===== config.mk =====
export PLATFORM = sky130hd
export DESIGN_NAME = mem_readback_scanner
export DESIGN_NICKNAME = d
export VERILOG_FILES = /design/src/rtl/mem_scan_pkg.sv /design/src/rtl/crc32_accum.sv /design/src/rtl/mem_readback_scanner.sv
export SDC_FILE = /design/constraint.sdc
export NUM_CORES = 1
export LEC_CHECK = 0
export CAP_MARGIN = 0
export CORE_UTILIZATION = 50
export CTS_CLUSTER_DIAMETER = 150
export CTS_CLUSTER_SIZE = 20
export DETAILED_ROUTE_END_ITERATION = 7
export MAX_ROUTING_LAYER = met4
export PLACE_DENSITY = 0.83
export REMOVE_ABC_BUFFERS = 1
export SLEW_MARGIN = 30
export SYNTH_ARGS = -nofsm -noshare
export SYNTH_HDL_FRONTEND = slang
export SYNTH_SLANG_ARGS = --single-unit

===== constraint.sdc =====
create_clock -name clk -period 6.6 [get_ports clk]
set_input_delay 1.32 -clock clk [delete_from_list [all_inputs] [get_ports clk]]
set_output_delay 1.32 -clock clk [all_outputs]
set_load 0.01 [all_outputs]

===== src/rtl/mem_scan_pkg.sv =====
// Shared types, CRC constants and the CRC-32/MPEG-2 step function for the readback scanner.
package mem_scan_pkg;

  typedef enum logic [1:0] {
    ST_IDLE  = 2'd0,
    ST_ISSUE = 2'd1,
    ST_DRAIN = 2'd2,
    ST_DONE  = 2'd3
  } scan_state_t;

  localparam logic [31:0] CRC_POLY = 32'h04C11DB7;
  localparam logic [31:0] CRC_INIT = 32'hFFFFFFFF;

  // Non-reflected CRC update. Only the low 'width' bits of data are used,
  // and they are consumed MSB-first. There is no final XOR.
  function automatic logic [31:0] crc32_step(input logic [31:0] crc,
                                             input logic [31:0] data,
                                             input int          width);
    logic [31:0] c;
    logic        fb;
    c  = crc;
    fb = 1'b0;
    for (int i = 31; i >= 0; i--) begin
      if (i < width) begin
        fb = c[31] ^ data[i];
        c  = {c[30:0], 1'b0};
        if (fb) c = c ^ CRC_POLY;
      end
    end
    return c;
  endfunction

endpackage


===== src/rtl/crc32_accum.sv =====
// Signature register: restarts from CRC_INIT on clr and folds in one memory word on each en.
module crc32_accum
  import mem_scan_pkg::*;
#(
  parameter int WID_MEM = 32
) (
  input  logic               clk,
  input  logic               reset,
  input  logic               clr,
  input  logic               en,
  input  logic [WID_MEM-1:0] data,
  output logic [31:0]        crc,
  output logic [31:0]        crc_next
);

  logic [31:0] data_ext;

  assign data_ext = 32'(data);
  assign crc_next = crc32_step(crc, data_ext, WID_MEM);

  // Hold the running CRC; clr wins over en so a new sweep always starts clean.
  always_ff @(posedge clk or negedge reset) begin
    if (!reset) begin
      crc <= CRC_INIT;
    end else if (clr) begin
      crc <= CRC_INIT;
    end else if (en) begin
      crc <= crc_next;
    end
  end

endmodule


===== src/rtl/mem_readback_scanner.sv =====
// Sweeps the memory address range, feeds the returning words into a CRC-32 and a
// non-zero counter, then compares the final signature with a golden value.
module mem_readback_scanner
  import mem_scan_pkg::*;
#(
  parameter int WID_MEM   = 32,
  parameter int DEPTH_MEM = 1024
) (
  input  logic               clk,
  input  logic               reset,
  input  logic               start,
  input  logic [31:0]        expected_sig,
  output logic [31:0]        raddr,
  input  logic [WID_MEM-1:0] mem_dout,
  output logic               busy,
  output logic               done,
  output logic [31:0]        signature,
  output logic               match,
  output logic [31:0]        nz_count
);

  localparam logic [31:0] LAST_ADDR = 32'(DEPTH_MEM - 1);

  scan_state_t state;
  logic        addr_vld;
  logic        data_vld;
  logic        launch;
  logic [31:0] crc_next;

  // addr_vld marks that raddr carries a live address; data_vld marks that
  // mem_dout carries the word for it and must be consumed at this edge.
  assign launch = (state == ST_IDLE) && start;
  assign busy   = (state == ST_ISSUE) || (state == ST_DRAIN);
  assign done   = (state == ST_DONE);

  crc32_accum #(
    .WID_MEM(WID_MEM)
  ) u_crc (
    .clk     (clk),
    .reset   (reset),
    .clr     (launch),
    .en      (data_vld),
    .data    (mem_dout),
    .crc     (signature),
    .crc_next(crc_next)
  );

  // Sweep control: address counter, valid pipeline, FSM, result latching.
  always_ff @(posedge clk or negedge reset) begin
    if (!reset) begin
      state    <= ST_IDLE;
      raddr    <= '0;
      addr_vld <= 1'b0;
      data_vld <= 1'b0;
      match    <= 1'b0;
      nz_count <= '0;
    end else begin
      data_vld <= addr_vld;
      case (state)
        ST_IDLE: begin
          if (start) begin
            state    <= ST_ISSUE;
            raddr    <= '0;
            addr_vld <= 1'b1;
            match    <= 1'b0;
            nz_count <= '0;
          end
        end
        ST_ISSUE: begin
          if (raddr == LAST_ADDR) begin
            state    <= ST_DRAIN;
            addr_vld <= 1'b0;
          end else begin
            raddr    <= raddr + 32'd1;
            addr_vld <= 1'b1;
          end
        end
        ST_DRAIN: begin
          // The word in data_vld is the last one; it is folded in on this edge,
          // so the comparison uses the post-update signature.
          if (!addr_vld) begin
            state <= ST_DONE;
            match <= (crc_next == expected_sig);
          end
        end
        default: begin
          state <= ST_IDLE;
        end
      endcase
      if (data_vld && (mem_dout != '0)) begin
        nz_count <= nz_count + 32'd1;
      end
    end
  end

endmodule

# Yosys cells after proc, flatten, opt, wreduce, memory -nomap -nowiden

Cells that the tools add are included.

Register bits: 101
Output and inout port bits: 99
Input bits: 67
Word-level logic and storage cells: 146

Mux-type cells: 49
Reduce and logical (&&, ||, !) cells: 15
Eq/ne operators: 9
Bitwise operators: 64
$add $sub $neg: 2

Operator list:

| operator                                                                 | number |
|---|---|
| 27-bit two-way mux                                                       | 32 |
| 14-bit inverter                                                          | 32 |
| 32-bit two-way mux                                                       | 6 |
| 32-bit by 1-bit adder with 32-bit output (second input constant)         | 2 |
| 32-bit case mux with 2 select lines                                      | 1 |
| 32-bit by 10-bit equality test with 1-bit output (second input constant) | 1 |
| 32-bit equality test                                                     | 1 |
| 32-bit nonzero test                                                      | 1 |
| 1-bit XOR                                                                | 32 |
| 2-bit nonzero test                                                       | 5 |
| 3-bit AND reduction                                                      | 3 |
| 2-bit two-way mux                                                        | 3 |
| 2-bit inequality test (second input constant)                            | 3 |
| 2-bit case mux with 3 select lines                                       | 1 |
| 2-bit equality test (second input constant)                              | 2 |
| 1-bit two-way mux                                                        | 4 |
| 1-bit case mux with 2 select lines                                       | 2 |
| 2-bit AND reduction                                                      | 2 |
| 2-bit by 1-bit equality test with 1-bit output (second input constant)   | 1 |
| 1-bit logical AND                                                        | 2 |
| 2-bit logical NOT                                                        | 1 |
| 2-bit by 1-bit inequality test with 1-bit output (second input constant) | 1 |
| 1-bit logical OR                                                         | 1 |

# Depth between registers and ports, before layout

Gate-level depths: netlist (run 1).

Depth after elaboration: 67
Gate-level depth with buffers: 14
Mapped depth without buffers: 12

# Hierarchy

A second synthesis (run 1) with hierarchy kept.

Cells, all modules: 916
Area total of the unflattened synthesis: 9290.2 µm²

By module, submodules not included:

| module               | area each (µm²) | seq. area each (µm²) | instances | cells each |
|---|---|---|---|---|
| crc32_accum          | 4700.8          | 840.8                | 1         | 393 |
| mem_readback_scanner | 4589.4          | 1726.7               | 1         | 523 |

# Worst setup path after synthesis (run 1)

Ideal clock, no wire load.

Path type: input port to flip-flop
From: in mem_dout[28]
To: reg match
Slack: 1.391 ns
Stages: 13
Data required time: 6.508 ns
Library setup time: 0.092 ns
Buffers on the path: 1
Arrival time: 5.117 ns
Cell sequence: xnor2_4 > xor3_1 > xnor2_2 > xnor3_1 > xnor3_1 > buf_4 > xnor3_1 > xnor2_1 > xor3_1 > a221o_1 > nor4_2 > nand4_1 > o31ai_2

Word-level cells in the longest chain between the ends: 44
Elaborated cells on any way between the ends: 77
Those cells by class: eq/ne (1); mux (31); bitwise (45)

RTL lines:

| what                                 | RTL line                   | RTL |
|---|---|---|
| start: declaration                   | mem_readback_scanner.sv:14 | `input logic [WID_MEM-1:0] mem_dout,` |
| 1-bit XOR *                          | mem_scan_pkg.sv:25         | `fb = c[31] ^ data[i];` |
| 27-bit two-way mux *                 | mem_scan_pkg.sv:27         | `if (fb) c = c ^ CRC_POLY;` |
| 14-bit inverter (no line)            | n/a                        |  |
| 27-bit two-way mux                   | mem_scan_pkg.sv:27         |  |
| 14-bit inverter (no line)            | n/a                        |  |
| 27-bit two-way mux (2 in a row)      | mem_scan_pkg.sv:27         |  |
| 14-bit inverter (no line)            | n/a                        |  |
| 27-bit two-way mux                   | mem_scan_pkg.sv:27         |  |
| [... 25 more ...]                    | n/a                        |  |
| 27-bit two-way mux                   | mem_scan_pkg.sv:27         |  |
| 14-bit inverter (no line)            | n/a                        |  |
| 27-bit two-way mux (3 in a row)      | mem_scan_pkg.sv:27         |  |
| 14-bit inverter (no line)            | n/a                        |  |
| 27-bit two-way mux                   | mem_scan_pkg.sv:27         |  |
| 32-bit equality test *               | mem_readback_scanner.sv:83 | `match <= (crc_next == expected_sig);` |
| 1-bit two-way mux *                  | mem_readback_scanner.sv:81 | `if (!addr_vld) begin` |
| 1-bit case mux with 2 select lines * | mem_readback_scanner.sv:59 | `case (state)` |
| end signal: assignment               | mem_readback_scanner.sv:83 |  |
| end: declaration                     | mem_readback_scanner.sv:18 | `output logic match,` |

Every way passes the cells marked *; elsewhere a longest branch is shown, timed or not. The select of a mux whose other input is x is not followed.
A chain may end at the register's enable or synchronous reset.

# Final worst setup path (run 1)

From: in mem_dout[24]
To: reg match

Word-level cells in the longest chain between the ends: 41
Elaborated cells on any way between the ends: 65
Those cells by class: eq/ne (1); mux (27); bitwise (37)

RTL lines:

| what                                 | RTL line |
|---|---|
| 1-bit XOR *                          | mem_scan_pkg.sv:25 |
| 27-bit two-way mux *                 | mem_scan_pkg.sv:27 |
| 14-bit inverter (no line)            | n/a |
| 27-bit two-way mux                   | mem_scan_pkg.sv:27 |
| 14-bit inverter (no line)            | n/a |
| 27-bit two-way mux (2 in a row)      | mem_scan_pkg.sv:27 |
| 14-bit inverter (no line)            | n/a |
| 27-bit two-way mux                   | mem_scan_pkg.sv:27 |
| [... 18 more ...]                    | n/a |
| 27-bit two-way mux (6 in a row)      | mem_scan_pkg.sv:27 |
| 14-bit inverter (no line)            | n/a |
| 27-bit two-way mux                   | mem_scan_pkg.sv:27 |
| 14-bit inverter (no line)            | n/a |
| 27-bit two-way mux (2 in a row)      | mem_scan_pkg.sv:27 |
| 32-bit equality test *               | mem_readback_scanner.sv:83 |
| 1-bit two-way mux *                  | mem_readback_scanner.sv:81 |
| 1-bit case mux with 2 select lines * | mem_readback_scanner.sv:59 |

Marks and branches as above.

==> impl_metrics.json, run 1 <==
{
  "hold_slack_ns": 0.462,
  "gp_congestion": 0.947,
  "grt_pass1_vias": 6861,
  "ctsResizeCount": 0,
  "crit_path_max_incr_delay_ns": 0.57,
  "setup_viol": 0,
  "postSynth.asyncResetShare_pct": 100,
  "crit_slowest_cell": "xnor3_1",
  "synth_edf_count": 0,
  "nets": 1120,
  "cts_root_buffer": "clkbuf_16",
  "maxSlewHeadroom_pct": 42.4,
  "max-cap-violations": 0,
  "grt_pass1_wl_mm": 39.0,
  "syn_area_sq_um": 8770,
  "worstPathCellList": "clkdlybuf4s50_1 > xnor2_2 > xnor2_2 > buf_4 > xnor3_1 > xnor3_1 > xor2_2 > xnor3_1 > xor2_1 > xnor2_1 > or4_1 > nor3_1 > nand4_1 > o31ai_2",
  "worst_pin_slew_ns": 0.858,
  "finalSetupTns_ns": 0,
  "syn-mean-instance-area_sq_um": 9.96,
  "clk_latency_ns": 0.36,
  "cts_buffers": 9,
  "dp_cells": 1261,
  "routedWlPerCell_um": 19.7,
  "antenna_cells": 0,
  "layout_commonest_cell": "xnor2_1",
  "grt_usage_pct": 29.6,
  "dieArea_sq_um": 18100,
  "io-pin-count": 166,
  "seq_area_frac_synth_pct": 29.3,
  "multi_input_area_sq_um": 6060,
  "drc": 0,
  "fin_crit_ns": 5.83,
  "final_cell_mix": "xnor2_1 (188), clkdlybuf4s50_1 (164), nand2_1 (113)",
  "endpoint_kind": "flop",
  "synth_area_leaders": "dfrtp_1 (20%), xnor2_1 (19%), dfstp_2 (9.6%), xnor3_1 (9.2%), xor2_1 (6.3%)",
  "portBuffers": 165,
  "met1_length_mm": 10.6,
  "synth_cell_type_count": 56,
  "rows": 48,
  "grt_max_degree": 63,
  "wirelength_mm": 25.1,
  "synth_area_leader_cell": "dfrtp_1",
  "h-tree-depth": 3,
  "fp.dieH_um": 134,
  "rsz0062_at_grt": "false",
  "grt-ovfl-total": 0,
  "die_w_um": 134,
  "report.final.slew_viol_count": 0,
  "cts_tree": "yes",
  "antenna_left": 0,
  "fin_cells": 1277,
  "min_path_type": "flop to flop",
  "antenna_found_initial": 0,
  "holdBufCountCts": 0,
  "regArea_sq_um": 2570,
  "path_buf_inv": 2,
  "syn2layout_area_growth_pct": 26.0,
  "cts_setup_buffers": 0,
  "crit_type": "primary input to flop",
  "drt_iter0_markers": 523,
  "status": "completed",
  "fin_util_pct": 64.1,
  "path_delay_family": "XOR/XNOR gates",
  "top_layer": "met4",
  "critPathMaxFanout": 7,
  "first_pass_iters": 5,
  "cp_common_cell": "xnor3_1",
  "ys_seq_elements": 101,
  "worstPathRequired_ns": 6.88,
  "fin_skew_ns": 0.00979,
  "clock-sinks": 101,
  "core_sq_um": 17200,
  "vias_per_cell": 5.56,
  "initial_core_util_pct": 50.9,
  "synth_warnings": 0,
  "dpl.hpwl_mm": 19.5,
  "postSynth.topFlopCell": "dfrtp_1",
  "wl_met2_mm": 11.8,
  "fmax_ghz": 0.171,
  "worstSetupStartpointType": "primary input",
  "vias": 7099,
  "clockBufferDepth": 2,
  "yosysTopAreaCellShare_pct": 19.7,
  "wl_met3_mm": 2.08,
  "hold_viol_final": 0,
  "clk_pin_slew_ns": 0.08,
  "period_share_pct": 88.4,
  "syn_inst": 880,
  "drive_above_1_share_pct": 10.3,
  "fillers": 1354,
  "arrival_ns": 6.11
}
[area by class of cell]
| cell class | instances | area share [%] |
|---|---|---|
| Clock buffer | 9 | 2.04 |
| Clock inverter | 7 | 0.827 |
| Inverter | 10 | 0.340 |
| Multi-Input combinational cell | 743 | 54.9 |
| Sequential cell | 101 | 23.3 |
| Tap cell | 225 | 2.55 |
| Timing Repair Buffer | 182 | 16.1 |
[worst register-to-register path, cell delays in order, from the launching register on]
cell	delay, ns
dfstp_2	0.60
xnor2_2	0.19
xnor2_2	0.52
buf_4	0.26
xnor3_1	0.39
xnor3_1	0.48
xor2_2	0.44
xnor3_1	0.57
xor2_1	0.29
xnor2_1	0.08
or4_1	0.40
nor3_1	0.27
nand4_1	0.16
o31ai_2	0.19
[metrics by stage]
step                      setup WS, ns  area [sq um]
after floorplan                  0.511          8660
after global routing             0.594         11000
after detailed placement         0.441         10700
after CTS                        0.795         11000
final                            0.768         11000
after global placement           0.551         10700
[state kept, by name (all words and copies together) (netlist names)]
name	flops
addr_vld	1
data_vld	1
match	1
nz_count	32
raddr	32
state	2
u_crc.crc	32
[cells in the mapped netlist (5+ instances only)]
cell type	instances
xnor2_2	17
or3_1	7
xnor3_1	36
and3_1	22
nand2_1	113
o31ai_1	5
nand4_1	9
ha_1	6
o21ai_0	72
o211ai_1	6
xor3_1	9
nor2b_1	5
dfrtp_1	69
mux2i_1	9
xnor2_1	189
nand2b_1	11
clkbuf_1	20
dfstp_2	32
xor2_2	7
nand3_1	33
nor4_1	17
nor2_1	48
nor3_1	7
xor2_1	63
a21oi_1	10
xnor3_2	5
inv_1	10
[per-layer routing]
metal  track usage [%]  vias up
li1                  -     3320
met4              7.87        0
met3              6.61       43
met2              45.3      295
met5                 -        -
met1              39.5     3441
[final timing paths]
kind	slack, ns	depth (start not counted)	start	end
worst max-delay path	0.77	14	mem_dout[24]	match
worst min register to register	0.46	0	addr_vld	data_vld
worst max register to register	1.68	13	u_crc.crc[24]	match
min in group asynchronous	0.92	1	reset	raddr[7]
worst min-delay path	0.46	0	addr_vld	data_vld
max in group asynchronous	4.44	2	reset	data_vld
[cells by family after synthesis]
family          Yosys count  share of synthesized area (%)
mux                      10                           1.16
simple gates            284                           15.3
buf+inv                  36                           1.71
xor+xnor                331                           44.2
compound gates          112                           7.45
flops                   101                           29.3
fa+ha+maj                 6                          0.856
Power of run 1 is not shown: default switching activity piles up to over one toggle a cycle in this logic, so the estimate is an artifact.
==> run 2: changes to the inputs <==
RECOVER_POWER = 100   (was unset)
==> run 2 against run 1 <==
The run now ends with max-capacitance violations, max-slew violations left. Register-to-register slack got worse by 0.03 ns. Flip-flop and latch count stayed put. Fmax is 4.0% lower. Via count is 0.20% higher. Final area decreased by 0.66%. Sequential share of layout area grew 0.15 points. Worst setup slack got worse by 0.24 ns. Core utilization fell by 0.42 points. Non-clock buffer count unchanged. Critical path type unchanged. Critical endpoint unchanged.
==> impl_metrics.json, run 2 (synthesized netlist as in run 1, its figures left out) <==
{
  "fin_cells": 1277,
  "nets": 1120,
  "syn2layout_area_growth_pct": 25.1,
  "violations": "max-capacitance violations, max-slew violations",
  "crit_slowest_cell": "dlygate4sd3_1",
  "first_pass_iters": 7,
  "final_cell_mix": "xnor2_1 (192), nand2_1 (113), dlygate4sd3_1 (101)",
  "h-tree-depth": 3,
  "max-cap-violations": 2,
  "whs_path_depth": 0,
  "gp_congestion": 0.947,
  "cts_buffers": 9,
  "arrival_ns": 6.35,
  "rows": 48,
  "worstPathCellList": "dlygate4sd3_1 > xnor2_4 > xor3_1 > xnor2_1 > xnor3_1 > xnor3_1 > buf_4 > xnor2_1 > buf_4 > xor2_1 > o211ai_1 > nor4_1 > nand4_1 > o31ai_2",
  "fp.dieH_um": 134,
  "rsz0062_at_grt": "false",
  "worst_pin_slew_ns": 2.12,
  "fin_util_pct": 63.7,
  "crit_path_max_incr_delay_ns": 0.65,
  "grt_usage_pct": 29.6,
  "endpoint_kind": "flop",
  "grt_max_degree": 63,
  "routedWlPerCell_um": 19.7,
  "critPathMaxFanout": 9,
  "grt-ovfl-total": 0,
  "fin_ws_ns": 0.524,
  "cts_tree": "yes",
  "worstPathRequired_ns": 6.88,
  "grt_pass1_vias": 6861,
  "vias_per_cell": 5.57,
  "fin_skew_ns": 0.0109,
  "die_w_um": 134,
  "rr_worst_depth": 14,
  "worstSetupStartpointType": "primary input",
  "vias": 7113,
  "grt_pass1_wl_mm": 39.0,
  "dp_cells": 1261,
  "hold_viol_final": 0,
  "maxSlewHeadroom_pct": -41.5,
  "dp_slack_ns": 0.441,
  "status": "finished, violations left",
  "dpl.hpwl_mm": 19.5,
  "core_sq_um": 17200,
  "clk_latency_ns": 0.36,
  "ctsResizeCount": 0,
  "layout_commonest_cell": "xnor2_1",
  "cts_root_buffer": "clkbuf_16",
  "dieArea_sq_um": 18100,
  "reg_top3": "nz_count: 32 flops, raddr: 32 flops, u_crc.crc: 32 flops",
  "antenna_cells": 0,
  "cts_setup_buffers": 0,
  "io-pin-count": 166,
  "clockBufferDepth": 2,
  "portBuffers": 165,
  "antenna_found_initial": 0,
  "drive_above_1_share_pct": 9.03,
  "wirelength_mm": 25.1,
  "report.final.slew_viol_count": 104,
  "initial_core_util_pct": 50.9,
  "holdBufCountCts": 0,
  "clk_pin_slew_ns": 0.08,
  "drc": 0,
  "crit_type": "primary input to flop",
  "fillers": 1371,
  "drt_iter0_markers": 516,
  "finalSetupTns_ns": 0,
  "fmax_ghz": 0.165,
  "period_share_pct": 92.1,
  "clock-sinks": 101,
  "min_path_type": "flop to flop",
  "fin_crit_ns": 6.08,
  "antenna_left": 0,
  "setup_viol": 0
}
## run 2: metal layers
| layer | track usage (%) | vias to the layer above | part of all wire (%) |
|---|---|---|---|
| met2 | 45.3 | 270 | 47 |
| li1 | - | 3324 | - |
| met1 | 39.5 | 3478 | 43 |
| met5 | - | - | 0 |
| met3 | 6.61 | 41 | 7.3 |
| met4 | 7.87 | 0 | 2.6 |
## run 2: path summary, 6_finish.rpt
kind	from	endpoint	slack [ns]
worst min register to register	addr_vld	data_vld	0.46
worst max register to register	u_crc.crc[27]	match	1.65
worst max-delay path	mem_dout[28]	match	0.52
min in group asynchronous	reset	raddr[7]	1.56
worst min-delay path	addr_vld	data_vld	0.46
max in group asynchronous	reset	data_vld	2.45
## run 2: critical path, delay by kind of cell
| kind | cells | cell delay (ns) |
|---|---|---|
| XOR/XNOR | 7 | 3.11 |
| AND/OR/NAND/NOR | 2 | 0.45 |
| buffers and inverters | 3 | 1.08 |
| AO/OA/AOI/OAI | 2 | 0.39 |
## run 2: layout make-up
type	instances	area, sq um	area share, %
Multi-Input combinational cell	743	6010	54.8
Sequential cell	101	2570	23.4
Timing Repair Buffer	182	1760	16.0
Tap cell	225	282	2.57
Clock buffer	9	225	2.05
Clock inverter	7	91.3	0.832
Inverter	10	37.5	0.342
## run 2: through the flow
step | area [sq um] | hold slack [ns]
6_report | 11000 | 0.465
5_1_grt | 11000 | 0.509
4_1_cts | 11000 | 0.460
3_5_place_dp | 10700 | 0.430
3_3_place_gp | 10700 | 0.437
2_1_floorplan | 8660 | 0.401
Power of run 2 is left out for the same reason.
==> run 3: changes to the inputs <==
CORE_UTILIZATION = 55   (was 50)
PLACE_DENSITY = 0.89   (was 0.83)
SYNTH_HIERARCHICAL = 1   (was unset)
==> run 3 against run 2 <==
The flow still finishes with violations (max-capacitance violations, max-slew violations). Flip-flop and latch count unchanged. Non-clock buffer count down 6. Wire length up 11%. Die area down 3.6%. Critical endpoint unchanged. First-iteration DRC count up 46%. Highest routed layer unchanged.
==> impl_metrics.json, run 3 <==
{
  "cts_buffers": 9,
  "grt.met2_usage_pct": 52.2,
  "vias": 7990,
  "grt_pass1_vias": 7710,
  "synth_area_leaders": "dfrtp_1 (19%), xnor2_1 (14%), dfstp_2 (9.1%), xnor3_1 (7.8%), xor2_1 (5.6%)",
  "path_delay_family": "XOR/XNOR gates",
  "timing.rr.end": "match",
  "synth_edf_count": 0,
  "synth.most_common_cell": "xnor2_1",
  "worstSetupStartpointType": "primary input",
  "cts_tree": "yes",
  "first_pass_iters": 5,
  "clock-sinks": 101,
  "report.final.slew_viol_count": 118,
  "postSynth.asyncResetShare_pct": 100,
  "yosysTopAreaCellShare_pct": 18.6,
  "holdPathEnd": "data_vld",
  "grt_max_degree": 78,
  "reg_top3": "nz_count: 32 flops, raddr: 32 flops, u_crc/crc: 32 flops",
  "dieArea_sq_um": 17400,
  "synth_compound_area_share_pct": 11.4,
  "postLayoutCellArea_sq_um": 11400,
  "vias_per_cell": 6.19,
  "routedWlPerCell_um": 21.6,
  "synth_xor_xnor_area_share_pct": 38.9,
  "rows": 47,
  "setup_viol": 0,
  "finalSetupTns_ns": 0,
  "worstPathRequired_ns": 6.86,
  "grt_usage_pct": 33.2,
  "fp.dieH_um": 132,
  "synth_simple_gate_area_share_pct": 17.8,
  "endpoint_kind": "flop",
  "postSynth.topFlopCell": "dfrtp_1",
  "ff2ff_setup_slack_ns": 1.51,
  "r2r_start": "u_crc/crc[27]",
  "die_w_um": 132,
  "min_path_type": "flop to flop",
  "syn_area_sq_um": 9290,
  "crit_slowest_cell": "xnor3_1",
  "ys_seq_elements": 101,
  "synth_adder_area_share_pct": 0.808,
  "worstPathCellList": "clkdlybuf4s50_1 > xnor2_2 > xnor3_2 > xor2_1 > xor3_1 > xnor3_1 > xnor3_1 > xnor2_1 > xnor2_1 > xnor2_1 > nand4_1 > nor4_1 > nand4_1 > o21ai_0",
  "synth_area_leader_cell": "dfrtp_1",
  "violations": "max-capacitance violations, max-slew violations",
  "wirelength_mm": 27.9,
  "final_cell_mix": "xnor2_1 (157), dlygate4sd3_1 (100), dfrtp_1 (69)",
  "grt.busiest_layer": "met2",
  "place_area_sq_um": 11200,
  "crit_path_max_incr_delay_ns": 0.73,
  "h-tree-depth": 3,
  "critPathMaxFanout": 6,
  "drt_iter0_markers": 755,
  "clockBufferDepth": 2,
  "fin_crit_ns": 6.12,
  "io-pin-count": 166,
  "synth_cell_type_count": 70,
  "synthTopCellsByCount": "xnor2_1 (149), dfrtp_1 (69), nor2_1 (62)",
  "regArea_sq_um": 2570,
  "period_share_pct": 92.7,
  "synth_top_family_by_area": "XOR/XNOR gates",
  "rsz0062_at_grt": "false",
  "nets": 1139,
  "rr_worst_depth": 13,
  "crit_type": "primary input to flop",
  "dpl.hpwl_mm": 21.1,
  "clk_latency_ns": 0.35,
  "use_met1_pct": 43.5,
  "worst_pin_slew_ns": 3.39,
  "min_from": "addr_vld",
  "grt_util_met3_pct": 4.92,
  "antenna_cells": 0,
  "fmax_ghz": 0.163,
  "antenna_found_initial": 0,
  "seq_area_frac_synth_pct": 27.6,
  "maxSlewHeadroom_pct": -126,
  "max-cap-violations": 3,
  "cts_root_buffer": "clkbuf_16",
  "multi_input_area_sq_um": 6410,
  "whs_path_depth": 0,
  "cts_setup_buffers": 0,
  "synth_mux_area_share_pct": 1.20,
  "arrival_ns": 6.38,
  "drc": 0,
  "gp_congestion": 0.974,
  "critPathLaunch": "mem_dout[28]",
  "syn_inst": 916,
  "path_buf_inv": 1,
  "syn2layout_area_growth_pct": 22.3,
  "grt-ovfl-total": 0,
  "ctsResizeCount": 0,
  "core_sq_um": 16500,
  "cp_common_cell": "xnor2_1",
  "hold_viol_final": 0,
  "status": "finished, violations left",
  "synth_warnings": 6,
  "initial_core_util_pct": 56.2,
  "grt_pass1_wl_mm": 43.5,
  "holdBufCountCts": 0,
  "layout_commonest_cell": "xnor2_1",
  "fillers": 1238,
  "clk_pin_slew_ns": 0.07,
  "drive_above_1_share_pct": 9.43,
  "syn-mean-instance-area_sq_um": 10.1,
  "portBuffers": 165,
  "fin_skew_ns": 0.0114,
  "antenna_left": 0
}
==> run 3: cell count changes after synthesis, sizes merged, moves of 20 or more <==
cell and delta:
nand2 -70, o21ai -43, xnor2 -34, o21bai +26, a211o +21, nor3 +20
==> run 3: metal layers <==
| layer | share of wire, % | wire [um] | vias up |
|---|---|---|---|
| met2 | 47 | 13100 | 433 |
| li1 | - | - | 3627 |
| met5 | 0 | 0 | - |
| met4 | 3.6 | 1000 | 0 |
| met1 | 41 | 11500 | 3876 |
| met3 | 8.3 | 2310 | 54 |
==> run 3: logic make-up (layout without fill, tap and decap cells) <==
family | Yosys count | after routing
simple gates | 307 | 307
xor+xnor | 291 | 291
compound gates | 149 | 149
flops | 101 | 101
buf+inv | 51 | 206
mux | 11 | 11
fa+ha+maj | 6 | 6
==> run 3: worst max path at each step <==
| stage | cells after the start | slack, ns | to |
|---|---|---|---|
| floorplan | 13 | 1.55 | match |
| global placement | 14 | 0.55 | match |
| detailed placement | 14 | 0.44 | match |
| CTS | 14 | 0.81 | match |
| global route | 13 | 0.29 | match |
| finish | 14 | 0.48 | match |
==> run 3: metrics by stage <==
step                hold slack, ns  cells  util, %  setup slack, ns
global route                 0.453   1291     68.8            0.295
floorplan                    0.374    879        -             1.55
detailed placement           0.435   1275     67.5            0.443
CTS                          0.456   1291     69.6            0.813
finish                       0.463   1291     68.8            0.481
global placement             0.419   1275     67.4            0.551
==> run 3: final cells by class <==
type | count | area share (%)
sequential | 101 | 22.6
tap | 220 | 2.42
timing repair buffer | 176 | 15.1
clock buffer | 10 | 2.10
multi-input combinational | 764 | 56.4
inverter | 14 | 0.462
clock inverter | 6 | 0.925
Power of run 3 is left out for the same reason.
